**src/rtl/mfrc522_pkg.sv**
```systemverilog
// mfrc522_pkg: shared constants and types for the MFRC522 SPI register-interface
// emulation. Holds register addresses, the transaction state enum and the
// address-byte field positions.
package mfrc522_pkg;

  localparam logic [5:0] COMMAND_REG   = 6'h01;
  localparam logic [5:0] FIFO_DATA_REG = 6'h09;
  localparam logic [5:0] VERSION_REG   = 6'h37;

  // Address byte, MSB first: [7]=read, [6:1]=register, [0]=reserved (must be 0)
  localparam int ADDR_RW_BIT   = 7;
  localparam int ADDR_MSB      = 6;
  localparam int ADDR_LSB      = 1;
  localparam int ADDR_RSVD_BIT = 0;

  typedef enum logic [1:0] {
    IDLE  = 2'd0,
    ADDR  = 2'd1,
    WDATA = 2'd2,
    RDATA = 2'd3
  } state_e;

  function automatic logic [5:0] addr_field(input logic [7:0] b);
    return b[ADDR_MSB:ADDR_LSB];
  endfunction

endpackage

```
**src/rtl/spi_sync_edge.sv**
```systemverilog
// spi_sync_edge: 2-flop synchronizers for W asynchronous SPI pins plus
// registered rise/fall pulses. A pin edge shows up as a one-cycle pulse three
// clocks later; o_level is aligned with those pulses.
// Ports:
//   i_clk, i_rst     system clock, synchronous active-high reset
//   i_async[W-1:0]   raw pins
//   o_level[W-1:0]   synchronized level, aligned with the pulses
//   o_rise/o_fall    one-cycle edge pulses per pin
module spi_sync_edge #(
  parameter int W = 3
) (
  input  logic         i_clk,
  input  logic         i_rst,
  input  logic [W-1:0] i_async,
  output logic [W-1:0] o_level,
  output logic [W-1:0] o_rise,
  output logic [W-1:0] o_fall
);

  logic [W-1:0] r_s1, r_s2, r_s3, r_rise, r_fall;

  // Everything resets low: a chip select still held low across reset then
  // produces no falling edge, so an interrupted transaction stays ignored
  // until CS is released and asserted again.
  always_ff @(posedge i_clk) begin
    if (i_rst) begin
      r_s1   <= '0;
      r_s2   <= '0;
      r_s3   <= '0;
      r_rise <= '0;
      r_fall <= '0;
    end else begin
      r_s1   <= i_async;
      r_s2   <= r_s1;
      r_s3   <= r_s2;
      r_rise <= r_s2 & ~r_s3;
      r_fall <= ~r_s2 & r_s3;
    end
  end

  assign o_level = r_s3;
  assign o_rise  = r_rise;
  assign o_fall  = r_fall;

endmodule

```
**src/rtl/mfrc522_spi_responder.sv**
```systemverilog
// mfrc522_spi_responder: SPI mode-0 target emulating the MFRC522 register
// interface. 64x8 register file, fixed VersionReg, write reporting.
// Ports:
//   i_clk_25mhz, i_rst            system clock, synchronous active-high reset
//   i_spi_sclk/cs_n/mosi          SPI pins (asynchronous)
//   o_spi_miso, o_miso_oe         target data (0 when idle) and tristate enable
//   o_wr_stb/o_wr_addr/o_wr_data  one pulse per completed register write
//   o_busy                        CS asserted
//   o_err_stb                     pulse on address byte with bit0 set
module mfrc522_spi_responder
  import mfrc522_pkg::*;
#(
  parameter logic [7:0] VERSION     = 8'h92,
  parameter logic [7:0] COMMAND_RST = 8'h20
) (
  input  logic       i_clk_25mhz,
  input  logic       i_rst,
  input  logic       i_spi_sclk,
  input  logic       i_spi_cs_n,
  input  logic       i_spi_mosi,
  output logic       o_spi_miso,
  output logic       o_miso_oe,
  output logic       o_wr_stb,
  output logic [5:0] o_wr_addr,
  output logic [7:0] o_wr_data,
  output logic       o_busy,
  output logic       o_err_stb
);

  logic [2:0] w_level, w_rise, w_fall;

  spi_sync_edge #(.W(3)) u_sync (
    .i_clk   (i_clk_25mhz),
    .i_rst   (i_rst),
    .i_async ({i_spi_mosi, i_spi_cs_n, i_spi_sclk}),
    .o_level (w_level),
    .o_rise  (w_rise),
    .o_fall  (w_fall)
  );

  logic w_sclk_rise, w_sclk_fall, w_cs_rise, w_cs_fall, w_mosi;
  assign w_sclk_rise = w_rise[0];
  assign w_sclk_fall = w_fall[0];
  assign w_cs_rise   = w_rise[1];
  assign w_cs_fall   = w_fall[1];
  assign w_mosi      = w_level[2];

  logic w_unused_sync;
  assign w_unused_sync = ^{w_level[1:0], w_rise[2], w_fall[2]};

  state_e     r_state;
  logic [2:0] r_bit_cnt;
  logic [6:0] r_rx;
  logic [7:0] r_tx;
  logic       r_null;
  logic [5:0] r_addr;
  logic       r_busy;
  logic       r_wr_stb;
  logic [5:0] r_wr_addr;
  logic [7:0] r_wr_data;
  logic       r_err_stb;
  logic [7:0] r_mem [64];

  // Byte as it stands once the current rising edge's bit is shifted in
  logic [7:0] w_byte;
  logic [5:0] w_byte_addr;
  logic [7:0] w_rd_data;
  assign w_byte      = {r_rx, w_mosi};
  assign w_byte_addr = addr_field(w_byte);
  assign w_rd_data   = (w_byte_addr == VERSION_REG) ? VERSION : r_mem[w_byte_addr];

  always_ff @(posedge i_clk_25mhz) begin
    if (i_rst) begin
      r_state   <= IDLE;
      r_bit_cnt <= 3'd0;
      r_rx      <= 7'd0;
      r_tx      <= 8'h00;
      r_null    <= 1'b0;
      r_addr    <= 6'd0;
      r_busy    <= 1'b0;
      r_wr_stb  <= 1'b0;
      r_wr_addr <= 6'd0;
      r_wr_data <= 8'h00;
      r_err_stb <= 1'b0;
      for (int i = 0; i < 64; i++) r_mem[i] <= 8'h00;
      r_mem[COMMAND_REG] <= COMMAND_RST;
      r_mem[VERSION_REG] <= VERSION;
    end else begin
      r_wr_stb  <= 1'b0;
      r_err_stb <= 1'b0;
      // CS release wins over a coincident 8th rising edge: no write happens.
      if (w_cs_rise) begin
        r_state   <= IDLE;
        r_busy    <= 1'b0;
        r_tx      <= 8'h00;
        r_bit_cnt <= 3'd0;
        r_null    <= 1'b0;
      end else if (w_cs_fall) begin
        r_state   <= ADDR;
        r_busy    <= 1'b1;
        r_tx      <= 8'h00;
        r_bit_cnt <= 3'd0;
        r_null    <= 1'b0;
      end else if (r_state != IDLE) begin
        if (w_sclk_rise) begin
          r_rx      <= w_byte[6:0];
          r_bit_cnt <= r_bit_cnt + 3'd1;
          if (r_bit_cnt == 3'd7) begin
            if (r_state == WDATA) begin
              // Burst writes all land on the latched address
              r_wr_stb  <= 1'b1;
              r_wr_addr <= r_addr;
              r_wr_data <= w_byte;
              if (r_addr != VERSION_REG) r_mem[r_addr] <= w_byte;
              r_tx <= 8'h00;
            end else if (w_byte[ADDR_RSVD_BIT]) begin
              // Malformed address: answer zeros until CS is released
              r_err_stb <= 1'b1;
              r_null    <= 1'b1;
              r_tx      <= 8'h00;
              r_state   <= RDATA;
            end else if (w_byte[ADDR_RW_BIT]) begin
              r_tx    <= r_null ? 8'h00 : w_rd_data;
              r_state <= RDATA;
            end else if (r_state == ADDR) begin
              r_addr  <= w_byte_addr;
              r_tx    <= 8'h00;
              r_state <= WDATA;
            end else begin
              // Write-form byte inside a read burst is just a terminator
              r_tx <= 8'h00;
            end
          end
        end else if (w_sclk_fall && r_bit_cnt != 3'd0) begin
          // The fall right after a byte boundary keeps the freshly loaded MSB
          r_tx <= {r_tx[6:0], 1'b0};
        end
      end
    end
  end

  assign o_spi_miso = r_busy & r_tx[7];
  assign o_miso_oe  = r_busy;
  assign o_busy     = r_busy;
  assign o_wr_stb   = r_wr_stb;
  assign o_wr_addr  = r_wr_addr;
  assign o_wr_data  = r_wr_data;
  assign o_err_stb  = r_err_stb;

endmodule

```
**config.mk**
```make
export PLATFORM = sky130hd
export DESIGN_NAME = mfrc522_spi_responder
export DESIGN_NICKNAME = d
export VERILOG_FILES = /design/src/rtl/mfrc522_pkg.sv /design/src/rtl/spi_sync_edge.sv /design/src/rtl/mfrc522_spi_responder.sv
export SDC_FILE = /design/constraint.sdc
export NUM_CORES = 1
export LEC_CHECK = 0
export BUFFER_PORTS_ARGS = -buffer_cell sky130_fd_sc_hd__buf_4
export CORE_ASPECT_RATIO = 0.6
export CORE_MARGIN = 2
export CORE_UTILIZATION = 53
export CTS_CLUSTER_DIAMETER = 100
export DETAILED_ROUTE_END_ITERATION = 7
export PLACE_DENSITY = 0.69
export SYNTH_ARGS = -nofsm -noshare
export SYNTH_HDL_FRONTEND = slang
export SYNTH_SLANG_ARGS = --single-unit
```
**constraint.sdc**
```tcl
create_clock -name i_clk_25mhz -period 5.45 [get_ports i_clk_25mhz]
set_input_delay 0.545 -clock i_clk_25mhz [delete_from_list [all_inputs] [get_ports i_clk_25mhz]]
set_output_delay 0.545 -clock i_clk_25mhz [all_outputs]
set_load 0.005 [all_outputs]
```
Yosys cells after proc, flatten, opt, wreduce, memory -nomap -nowiden
Memories as Yosys holds them, arrays and structs flattened. A register that Yosys moved wholly into a read port is not among the register bits. Cells that the tools add are included.

Register bits: 57. Bits in writable memories: 512. Output and inout port bits: 19. Memories kept: 1.

Memories: r_mem (depth 64, bits a word 8, rd ports 1, clocked after memory_dff 1, write ports 64, RTL line mfrc522_spi_responder.sv:62) `logic [7:0] r_mem [64];`.

Add/sub/neg operators: 1. Equal/unequal tests: 7. Multiplexer cells: 36. Bitwise operators: 15. Reduce and logical (&&, ||, !) cells: 22.

Operator list (number): 8-bit 2-to-1 mux (11); 1-bit 2-to-1 mux (19); 6-bit 2-to-1 mux (3); 5-bit AND reduction (3); 2-bit nonzero test (5); 9-bit AND reduction (1); 1-bit inverter (8); 8-bit OR reduction (1); 7-bit OR reduction (1); 6-bit == test, second input constant (1); 2-bit 2-to-1 mux (3); 6-bit != test, second input constant (1); 6-bit AND reduction (1); 3-bit nonzero test (2); 6-bit OR reduction (1); 2-bit AND (2); 2-bit inverter (2); 4-bit AND reduction (1); 4-bit nonzero test (1); 3-bit by 1-bit adder with 3-bit output, second input constant (1); 3-bit == test, second input constant (1); 3-bit AND reduction (1); 3-bit OR reduction (1); 2-bit by 1-bit == test with 1-bit output, second input constant (1); 8 further kinds (9).

Logic depth before layout (Yosys ltp)
Gate-level depths: netlist (run 1).

Word-level depth: 12. Gate-level depth with buffers: 8.

Modules after synthesis
Synthesis (run 1) repeated with hierarchy kept, for this count alone.

Cell total of the unflattened synthesis: 1854. Area total of the unflattened synthesis: 26405.3 µm².

By module, submodules not included: mfrc522_spi_responder (times used 1, cells an instance 1823, area an instance 25957.4 µm²); spi_sync_edge (times used 1, cells an instance 31, area an instance 447.9 µm²).

Worst setup path before layout (run 1)
OpenSTA, ideal clock, no wires.

Path type: register to register. Start: register r_bit_cnt[1]. End: memory r_mem[62][0], enable pin. Library setup time: 0.309 ns. Data arrival time: 1.975 ns. Setup slack: 3.166 ns. Stages on the path, launching flop included: 9. Period minus slack after synthesis: 2.284 ns. Cell sequence: dfxtp_1 > ha_1 > ha_1 > nand2_1 > nor4_4 > buf_6 > nand4b_4 > nor2_4 > or2_2.

RTL lines: start: declaration (RTL line mfrc522_spi_responder.sv:52) `logic [2:0] r_bit_cnt;`; start signal: assignment (RTL line mfrc522_spi_responder.sv:107) `r_bit_cnt <= r_bit_cnt + 3'd1;`; end: declaration (RTL line mfrc522_spi_responder.sv:62).

==> key figures, run 1 <==
Routing
  – Final ANT Viol Nets: 0
  – Routed WL: between 60 and 70 mm
  – Drc violations: 0
  – TritonRoute pass-1 iters: 5
  – Via count: ~15000
  – Via-per-instance ratio: roughly 6.2
  – Drt wl/cell: 27.43 um
  – 1st-iter DRT viols: 2005

Power and ir drop
  – Clk pwr share: a little over two fifths
  – Maximum VDD drop: between 0.2 and 0.25 mV
  – Internal power: roughly 7 mW
  – Sw Share: a little over a fifth
  – NetSw: around 1.9 mW
  – LEAKAGE: 10.02 nW
  – PwrDens: about 310 mW/mm^2
  – Combinational power share: approximately 2.3%
  – Flop pwr share: 55.4%

Finish
  – Diodes inserted: 0
  – Footprint of the multi-input gates: just over 0.009 mm^2
  – Fillers: between 3000 and 4000
  – Share of cells above drive strength 1: roughly a fifth
  – Commonest cells after routing, fill and taps aside: 512 x edfxtp_1, 505 x and2_1, 118 x mux4_2, 75 x nor2_1, 64 x or2_2
  – Commonest non-fill, non-tap cell in the layout: edfxtp_1
  – Reg area: approximately 0.017 mm^2
  – Final nets: around 1800
  – Fin cells: about 2500
  – Design area: 0.02865 mm^2
  – Area grow syn2layout: 8.640%

Critical path
  – Crit. End Element: flip-flop
  – Max incr delay on CP: 0.96 ns
  – Worst path bufs/invs: 1
  – Crit path kind: flip-flop to flip-flop
  – Worst-path fanout max: 22
  – Slowest stage cell, crit path: nand4_1
  – Levels on crit path: 8
  – Critical Path RT: 5.75 ns
  – CP startpoint kind: flip-flop
  – CP most frequent cell: ha_1
  – Top cell family by delay on the critical path: simple AND/OR/NAND/NOR gates
  – Worst Reg-to-Reg Cells: 8
  – Crit Reg-Reg Startpoint: r_bit_cnt[1]
  – Data arrival, critical path: 4.14 ns
  – Crit-path cells: ha_1 > ha_1 > nand2_1 > nor4_4 > buf_4 > nand4_1 > nor2_1 > or2_2
  – CP Launch Point: r_bit_cnt[1]
  – Reg2reg setup slack: around 1.6 ns

Yosys
  – Share of Yosys cell area claimed by the top area cell type: between 50 and 60%
  – Yosys top cell by area: edfxtp_1
  – Yosys reg bits: around 580
  – EDFF count, synth: 512
  – Netlist cell types: 63
  – Seq/Total Area, Yosys: between 60 and 70%
  – Ys Warns: 0
  – Number of cells produced by synthesis: approximately 1800
  – Post-synth ARST share: 0%
  – Top post-synthesis cells by area: edfxtp_1 58%, and2_1 12%, mux4_2 10%
  – Mapped Area: roughly 0.026 mm^2
  – Average size of a mapped cell: 14.36 um^2
  – Ys flop type: edfxtp_1

Timing
  – Final hold violations: 0
  – Max Freq: 0.2603 GHz
  – Fin Hold WS: approximately 0.18 ns
  – Setup TNS: 0 ns
  – Least-Margin Pin Slew: approximately 1.1 ns
  – Final setup viols: 0
  – RSZ-0062 raised after global routing: false
  – Slew headroom: approximately 22%
  – Final min period: 3.842 ns
  – Fin crit share: about 71%
  – Max Slew Vio Count: 0
  – Skew final: roughly 0.033 ns

Floorplan
  – I/O pins: 24
  – Number of core rows: between 60 and 70
  – Total core area: 0.04927 mm^2
  – DIE AREA: between 0.05 and 0.06 mm^2
  – Initial core utilization: about 54%
  – Die Wd: approximately 300 um
  – DIE HEIGHT: 176.8 um

Min path
  – Worst min path class: primary input to flip-flop
  – Worst hold stages: 2
  – HP Start: i_spi_cs_n

Global routing
  – Grt total ovfl: 0
  – Initial antenna violation count: 1
  – First-pass GRT wire length: between 100 and 150 mm
  – Largest net degree at the start of global routing: about 70
  – Vias in the first global route: 14560
  – GR Util All Layers: between 20% and 30%

Clock network
  – Total setup buffers inserted after CTS: 0
  – Htree depth: 2
  – Worst skew pair latency: 0.61 ns
  – CTS Buf Count: 52
  – Clk sinks: 575
  – # resized after CTS: 0
  – Clock Pin Slew Worst Setup and Hold Paths: 0.07 ns
  – Hold buffer count at cts: 0
  – Clock Path Buffers: 3
  – CTS tree: yes
  – Clk root buf: clkbuf_16

Place
  – GP Congestion: about 0.9
  – Placed Cells: between 2000 and 2500
  – DP Area: about 0.027 mm^2
  – IO buf count: 23
  – Detailed Place HPWL: 42.35 mm

Run status
  – Status: completed

Job
  – Max cap viols: 0
-- cells in the mapped netlist, types with 19 or more instances --
cell,n
edfxtp_1,512
and2_1,505
mux4_2,118
clkbuf_1,92
nor2_1,75
or2_2,64
dfxtp_1,63
nand2_1,56
nor2b_1,33
a21oi_1,29
mux2i_1,26
a22oi_1,24
nor2_4,24
buf_2,21
nand3_1,19
-- registers in the layout, indices dropped and copies added (netlist names), 2 cells and up, named ones only --
name / flops
u_sync.o_fall: 2
u_sync.o_rise: 2
r_rx: 7
r_addr: 6
o_wr_addr: 6
o_wr_data: 8
r_bit_cnt: 3
r_mem: 512
u_sync.r_s2: 3
r_state: 2
u_sync.r_s1: 3
u_sync.o_level: 3
r_tx: 8
-- per-layer routing --
metal	vias to the layer above	routed length [um]	track usage, %	share of wire (%)
li1	6640	-	-	-
met1	7859	31920	43.80	47
met2	788	27220	35.54	40
met3	77	8444	8.589	12
met4	2	906	4.317	1.3
met5	-	8	0	0.012
-- final timing paths --
| check | to |
|---|---|
| setup / recovery | r_mem[27][3] |
| hold / removal | u_sync.r_s1[1] |
| setup reg to reg | r_mem[27][3] |
| hold reg to reg | u_sync.o_rise[1] |
-- final cells by class --
type	count	share of cell area [%]
clock inverters	26	0.8254
flip-flops and latches	575	58.17
inverters	3	0.03930
clock buffers	72	5.223
well taps	650	2.839
repair buffers	39	1.109
multi-input cells	1132	31.79
-- power by group through the flow --
stage | logic [mW] | registers (mW) | clock network [mW]
2_1_floorplan | 0.143 | 5.03 | 0
3_3_place_gp | 0.202 | 5.05 | 0
3_5_place_dp | 0.207 | 5.06 | 0
4_1_cts | 0.208 | 4.96 | 3.79
5_1_grt | 0.223 | 4.97 | 3.98
6_report | 0.210 | 4.96 | 3.78
-- cell families after synthesis --
family,count (synthesis),share of synthesized area (%)
buffers and inverters,136,2.462
xor gates and xnor gates,1,0.03322
muxes,153,11.45
other,2,0.02848
adders and majority gates,3,0.1424
AOI/OAI and AO/OA,111,2.885
and+or+nand+nor,856,19.92
DFF,575,63.08
-- through the flow --
| step | utilization [%] | total power [mW] | setup slack, ns |
|---|---|---|---|
| after floorplan | - | 5.170 | 3.166 |
| after global placement | 54.64 | 5.256 | 1.892 |
| after detailed placement | 54.64 | 5.264 | 1.821 |
| after CTS | 58.15 | 8.965 | 1.803 |
| after global routing | 58.15 | 9.172 | 1.376 |
| final | 58.15 | 8.957 | 1.608 |
Power figures use the tool's default switching activity.
==> run 2: changes to the inputs <==
ABC_AREA = 1   (was not set)
clock period = 3.7 ns   (was 5.45 ns; I/O delays follow)
==> run 2 against run 1 <==
Net effect: register-to-register slack lost 1.3 ns; clock-buffer cell count shrank 10; global-route usage is 1.8 points higher; critical path depth rose by 3; area after synthesis is 2.4% lower; sequential share of layout area increased by 0.94 points; clock power grew 42%.
==> key figures, run 2 <==
Clock network
  – Clk root buf: clkbuf_16
  – Total setup buffers inserted after CTS: 0 (unchanged)
  – Clock Pin Slew Worst Setup and Hold Paths: 0.07 ns (about the same)
  – CTS Buf Count: 51 (-1.9%)
  – Worst skew pair latency: 0.58 ns (-0.03 ns)
  – CTS tree: yes
  – Htree depth: 2 (unchanged)
  – # resized after CTS: 0 (unchanged)
  – Clk sinks: 575 (unchanged)
  – Clock Path Buffers: 3 (unchanged)

Yosys
  – Top-count cell post-synth: nor2_1
  – Yosys top cell by area: edfxtp_1
  – Yosys reg bits: 575 (unchanged)
  – XOR/XNOR share of the synthesized area: 0% (-0.033 points)
  – Average size of a mapped cell: 9.749 um^2 (-32%)
  – Top cells by instance count after synthesis: 770 x nor2_1, 512 x edfxtp_1, 392 x nand2_1, 313 x nand3_1, 161 x o21ai_0
  – Mapped Area: 0.02574 mm^2 (-2.4%)
  – Netlist cell types: 32 (-49%)
  – Number of cells produced by synthesis: 2640 (+44%)
  – Main combinational cell family by area after synthesis: simple AND/OR/NAND/NOR gates
  – Ys Warns: 0 (unchanged)
  – Synth Area in Compound Gates: 5.255% (+2.4 points)
  – Seq/Total Area, Yosys: 64.63% (+1.6 points)
  – Ys flop type: edfxtp_1
  – Share of Yosys cell area claimed by the top area cell type: 59.73% (+1.4 points)
  – EDFF count, synth: 512 (unchanged)
  – Top post-synthesis cells by area: edfxtp_1 60%, nor2_1 11%, nand3_1 6.1%
  – Adder-cell area share of the yosys netlist: 0.1458% (+0.0035 points)
  – Mux contribution to synthesized area: 0% (-11 points)
  – Post-synth ARST share: 0% (unchanged)
  – Simple-gate share of the synthesized area: 25.92% (+6.0 points)

Global routing
  – Grt total ovfl: 0 (unchanged)
  – Initial antenna violation count: 0 (-1)
  – Largest net degree at the start of global routing: 179 (+160%)
  – First-pass GRT wire length: 108.5 mm (+7.4%)
  – GR Util All Layers: 28.77% (+1.8 points)
  – Vias in the first global route: 18020 (+24%)

Min path
  – Sink of the worst hold path: u_sync.r_s1[1]
  – Worst hold stages: 3 (+1)
  – Worst min path class: primary input to flip-flop
  – HP Start: i_spi_cs_n

Routing
  – Via-per-instance ratio: 6.010 (-2.3%)
  – Final ANT Viol Nets: 0 (unchanged)
  – Drc violations: 0 (unchanged)
  – Drt wl/cell: 22.21 um (-19%)
  – 1st-iter DRT viols: 3352 (+67%)
  – TritonRoute pass-1 iters: 6 (+1)
  – Routed WL: 72.56 mm (+5.9%)
  – Via count: 19630 (+28%)

Floorplan
  – DIE HEIGHT: 174.7 um (-1.2%)
  – I/O pins: 24 (unchanged)
  – Die Wd: 288.5 um (-1.2%)
  – Initial core utilization: 53.77% (+0.25 points)
  – DIE AREA: 0.05040 mm^2 (-2.4%)
  – Total core area: 0.04786 mm^2 (-2.8%)
  – Number of core rows: 62 (-1.6%)

Timing
  – Final min period: 3.410 ns (-0.4323 ns)
  – Skew final: 0.01793 ns (-0.01535 ns)
  – Setup TNS: 0 ns (unchanged)
  – Final setup viols: 0 (unchanged)
  – Fin crit share: 92.16% (+22 points)
  – Slew headroom: 14.37% (-7.8 points)
  – Fin Hold WS: 0.01518 ns (-0.1603 ns)
  – Max Slew Vio Count: 0 (unchanged)
  – Final hold violations: 0 (unchanged)
  – Least-Margin Pin Slew: 1.283 ns (+0.1446 ns)
  – RSZ-0062 raised after global routing: false
  – Max Freq: 0.2933 GHz (+13%)

Place
  – Detailed Place HPWL: 44.47 mm (+5.0%)
  – IO buf count: 23 (unchanged)
  – GP Congestion: 0.9240 (+5.0%)

Power and ir drop
  – LEAKAGE: 10.01 nW (-0.11%)
  – Maximum VDD drop: 0.3500 mV (+73%)
  – PwrDens: 467.6 mW/mm^2 (+50%)

Job
  – Max cap viols: 0 (unchanged)

Finish
  – Fillers: 3946 (+6.5%)
  – Final nets: 2595 (+43%)
  – Share of cells above drive strength 1: 8.565% (-11 points)
  – Fin util: 58.83% (+0.67 points)
  – Commonest cells after routing, fill and taps aside: 770 x nor2_1, 512 x edfxtp_1, 392 x nand2_1, 313 x nand3_1, 161 x o21ai_0
  – Commonest non-fill, non-tap cell in the layout: nor2_1
  – Diodes inserted: 0 (unchanged)
  – Area grow syn2layout: 9.397%
  – Register bank with the most flops: r_mem
  – Number of flip-flops in the largest register: 512 (unchanged)

Critical path
  – Levels on crit path: 11 (+3)
  – Critical Path RT: 3.95 ns (-1.80 ns)
  – Crit. End Element: flip-flop
  – Worst-path fanout max: 13 (-41%)
  – Top cell family by delay on the critical path: simple AND/OR/NAND/NOR gates
  – Reg2reg setup slack: 0.29 ns (-1.32 ns)
  – Worst r2r dst: r_mem[9][5]
  – Max incr delay on CP: 0.65 ns (-0.31 ns)
  – Crit-path cells: ha_1 > ha_1 > inv_1 > nor3_4 > inv_2 > nor2_4 > nand4_2 > nor2_2 > buf_4 > nand2_1 > nand2_1
  – Data arrival, critical path: 3.66 ns (-0.48 ns)
  – Crit Reg-Reg Startpoint: r_bit_cnt[0]
  – Worst Reg-to-Reg Cells: 11 (+3)
  – Worst path bufs/invs: 3 (+2)
  – CP startpoint kind: flip-flop
  – Crit path kind: flip-flop to flip-flop
  – Slowest stage cell, crit path: nor2_2

Run status
  – Status: completed
==> run 2: changes by cell type after synthesis, sizes merged, moves of 74 or more <==
cell / previous run / this run
inv: 3 / 77
nand3: 20 / 314
nand2: 56 / 432
nor2: 106 / 782
o21ai: 6 / 161
and2: 505 / 0
mux4: 118 / 0
==> run 2: power by group <==
group / leakage [nW] / switching (mW) / internal, mW / total, mW
registers: 5.37 / 0.0958 / 7.34 / 7.43
clock network: 0.811 / 2.38 / 2.98 / 5.36
logic: 3.83 / 0.282 / 0.0894 / 0.371
total: 10.0 / 2.76 / 10.4 / 13.2
==> run 2: cell type report <==
| type | count | area [um^2] | area share, % |
|---|---|---|---|
| clock inverters | 31 | 284.0 | 1.009 |
| well taps | 640 | 800.8 | 2.844 |
| inverters | 81 | 312.8 | 1.111 |
| clock buffers | 62 | 1369 | 4.861 |
| multi-input cells | 1806 | 8090 | 28.73 |
| repair buffers | 72 | 655.6 | 2.328 |
| flip-flops and latches | 575 | 16640 | 59.11 |
==> run 2: worst max path at each step <==
stage | endpoint | startpoint
2_1_floorplan | r_mem[32][0] | r_bit_cnt[0]
3_3_place_gp | r_mem[9][1] | r_bit_cnt[0]
3_5_place_dp | r_mem[9][6] | r_bit_cnt[0]
4_1_cts | r_mem[9][6] | r_bit_cnt[0]
5_1_grt | r_mem[41][1] | r_bit_cnt[0]
6_report | r_mem[9][5] | r_bit_cnt[0]
==> run 2: logic make-up after synthesis <==
group,after synthesis
AND/OR/NAND/NOR,1547
flip-flops,575
buffers and inverters,265
AO/OA/AOI/OAI,248
adder cells (fa/ha/maj),3
other,2
==> run 2: metrics by stage <==
stage	power (mW)	std cells	setup slack, ns	instance area [um^2]
after floorplan	7.776	2646	1.197	25760
after global placement	7.909	3173	0.4446	26490
after detailed placement	7.924	3173	0.3453	26490
after CTS	13.17	3267	0.3184	28160
after global routing	13.53	3267	0.09066	28160
final	13.17	3267	0.2900	28160
==> run 2: timing repair <==
item / in CTS / in global routing
setup endpoints to repair: 0 / 0
hold buffers: 1 / 0
endpoints found under the hold margin: 1 / 0
==> run 2: metal layers <==
| metal | global-route usage (%) | vias to the layer above | wire length (um) |
|---|---|---|---|
| li1 | - | 8796 | - |
| met1 | 44.23 | 9382 | 29900 |
| met2 | 41.36 | 1337 | 31240 |
| met3 | 6.984 | 119 | 9953 |
| met4 | 6.326 | 0 | 1463 |
| met5 | 0 | - | 0 |
==> run 2: worst min-delay path, stage by stage <==
cell	delay, ns
buf_4	0.08
inv_1	0.03
nor2_1	0.08
==> run 3: changes to the inputs <==
ABC_AREA = 0   (was 1)
==> run 3 against run 2 <==
Net effect: critical path depth is 3 lower; power is 1.8% lower; worst hold slack better by 0.36 ns; combinational power is 18% lower; sequential power is 1% lower; via count is 22% lower; highest routed layer unchanged.
==> key figures, run 3 (synthesis gave the netlist of run 1 again) <==
Clock network
  – Clock Pin Slew Worst Setup and Hold Paths: 0.07 ns (about the same)
  – Clk sinks: 575 (unchanged)
  – Clock Path Buffers: 3 (unchanged)
  – CTS Buf Count: 52 (+2.0%)
  – Total setup buffers inserted after CTS: 0 (unchanged)
  – CTS tree: yes
  – Htree depth: 2 (unchanged)
  – Worst skew pair latency: 0.58 ns (about the same)
  – Clk root buf: clkbuf_16
  – # resized after CTS: 0 (unchanged)

Power and ir drop
  – LEAKAGE: 10.08 nW (+0.66%)
  – Internal power: 10.21 mW (-2.0%)
  – NetSw: 2.725 mW (-1.2%)
  – PwrDens: 450.3 mW/mm^2 (-3.7%)
  – Combinational power share: 2.3% (-0.5 points)
  – Clk pwr share: 41.0% (+0.3 points)
  – Sw Share: 21.07% (+0.13 points)
  – Flop pwr share: 56.7% (+0.3 points)
  – Maximum VDD drop: 0.4189 mV (+20%)

Job
  – Max cap viols: 0 (unchanged)

Timing
  – Setup TNS: 0 ns (unchanged)
  – Final hold violations: 0 (unchanged)
  – RSZ-0062 raised after global routing: false
  – Fin crit share: 86.03% (-6.1 points)
  – Setup WS post-layout: 0.5168 ns (+0.2268 ns)
  – Least-Margin Pin Slew: 1.055 ns (-0.2276 ns)
  – Final setup viols: 0 (unchanged)
  – Max Slew Vio Count: 0 (unchanged)
  – Slew headroom: 29.64% (+15 points)
  – Max Freq: 0.3142 GHz (+7.1%)
  – Skew final: 0.01373 ns (-0.004198 ns)
  – Final min period: 3.183 ns (-0.2268 ns)

Floorplan
  – Die Wd: 292.0 um (+1.2%)
  – Initial core utilization: 53.53% (-0.25 points)
  – Number of core rows: 63 (+1.6%)
  – DIE HEIGHT: 176.8 um (+1.2%)
  – DIE AREA: 0.05162 mm^2 (+2.4%)
  – I/O pins: 24 (unchanged)
  – Total core area: 0.04927 mm^2 (+2.9%)

Global routing
  – Vias in the first global route: 14870 (-18%)
  – First-pass GRT wire length: 101.4 mm (-6.5%)
  – Initial antenna violation count: 1 (+1)
  – Grt total ovfl: 0 (unchanged)
  – Largest net degree at the start of global routing: 78 (-56%)
  – GR Util All Layers: 27.14% (-1.6 points)

Place
  – IO buf count: 23 (unchanged)
  – DP Area: 0.02705 mm^2 (+2.1%)
  – Worst slack at placement: 0.6110 ns (+0.2657 ns)
  – GP Congestion: 0.8966 (-3.0%)
  – Detailed Place HPWL: 44.60 mm (+0.28%)

Finish
  – Final nets: 1833 (-29%)
  – Area grow syn2layout: 8.882%
  – Register bank with the most flops: r_mem
  – Share of cells above drive strength 1: 20.63% (+12 points)
  – Commonest cells after routing, fill and taps aside: 512 x edfxtp_1, 505 x and2_1, 118 x mux4_2, 75 x nor2_1, 64 x or2_2
  – Number of flip-flops in the largest register: 512 (unchanged)
  – Design area: 0.02871 mm^2 (+2.0%)
  – Commonest non-fill, non-tap cell in the layout: edfxtp_1
  – Fillers: 3779 (-4.2%)

Critical path
  – Critical Path RT: 3.97 ns (+0.02 ns)
  – CP startpoint kind: flip-flop
  – Crit path kind: flip-flop to flip-flop
  – Worst-path fanout max: 9 (-4)
  – Crit. End Element: flip-flop
  – Data arrival, critical path: 3.45 ns (-0.21 ns)

Routing
  – 1st-iter DRT viols: 2155 (-36%)
  – TritonRoute pass-1 iters: 5 (-1)
  – Drc violations: 0 (unchanged)
  – Drt wl/cell: 27.43 um (+23%)
  – Via count: 15390 (-22%)
  – Via-per-instance ratio: 6.113 (+1.7%)
  – Final ANT Viol Nets: 0 (unchanged)
  – Routed WL: 69.06 mm (-4.8%)

Run status
  – Status: completed

Min path
  – Worst min path class: primary input to flip-flop
run 3: changes by cell type in the layout (fill, tap and decap cells not counted), moves of 24 or more:
cell	before	now
nor2b_1	0	33
nand3_1	313	19
and2_1	0	505
mux4_2	0	118
o21ai_0	161	5
or2_2	1	64
o211ai_1	42	4
nand2_1	392	56
nand2_4	32	0
nor2_1	770	75
mux2i_1	0	26
inv_1	63	3
a22oi_1	0	24
run 3: through the flow:
step	std cells	power [mW]	hold slack [ns]	utilization [%]
floorplan	1843	7.615	0.3835	-
global placement	2418	7.749	0.3954	54.91
detailed placement	2418	7.758	0.4016	54.91
CTS	2516	12.97	0.3639	58.27
global route	2516	13.24	0.3987	58.27
finish	2518	12.93	0.3765	58.28
run 3: final timing paths:
| check | from | cells past startpoint | slack (ns) | to |
|---|---|---|---|---|
| worst max-delay path | r_bit_cnt[1] | 8 | 0.52 | r_mem[47][2] |
| worst min-delay path | i_rst | 3 | 0.38 | o_wr_stb |
| worst max register to register | r_bit_cnt[1] | 8 | 0.52 | r_mem[47][2] |
| worst min register to register | u_sync.o_level[0] | 1 | 0.42 | u_sync.o_rise[0] |
run 3: final cells by class:
| cell class | count | area (um^2) | share of cell area, % |
|---|---|---|---|
| Clock inverter | 32 | 214.0 | 0.7451 |
| Inverter | 3 | 11.26 | 0.03922 |
| Multi-Input combinational cell | 1132 | 9109 | 31.72 |
| Antenna cell | 2 | 5.005 | 0.01743 |
| Clock buffer | 63 | 1415 | 4.928 |
| Sequential cell | 575 | 16660 | 58.01 |
| Timing Repair Buffer | 61 | 490.5 | 1.708 |
| Tap cell | 650 | 813.3 | 2.832 |
run 3: critical path, cell delays in order, from the launching register on:
cell	delay, ns
dfxtp_1	0.36
ha_1	0.16
ha_1	0.18
nand2_1	0.14
nor4_4	0.51
buf_4	0.26
nand3_2	0.36
nor2_1	0.57
or2_2	0.32
run 3: power by group through the flow:
stage / Sequential [mW] / Clock [mW] / Combinational [mW]
5_1_grt: 7.34 / 5.58 / 0.323
4_1_cts: 7.32 / 5.34 / 0.301
3_5_place_dp: 7.46 / 0 / 0.297
3_3_place_gp: 7.46 / 0 / 0.289
6_report: 7.33 / 5.30 / 0.303
2_1_floorplan: 7.40 / 0 / 0.211
run 3: metal layers:
metal	up-vias	wire length [um]	share of wire, %	track usage [%]
li1	6672	-	-	-
met1	7774	31940	46	43.97
met2	850	27600	40	36.30
met3	96	8240	12	7.383
met4	0	1284	1.9	5.477
met5	-	0	0	0
run 3: repair_timing:
action,4_1_cts,5_1_grt
hold buffers,3,0
endpoints found under the hold margin,3,0
setup endpoints to repair,0,0
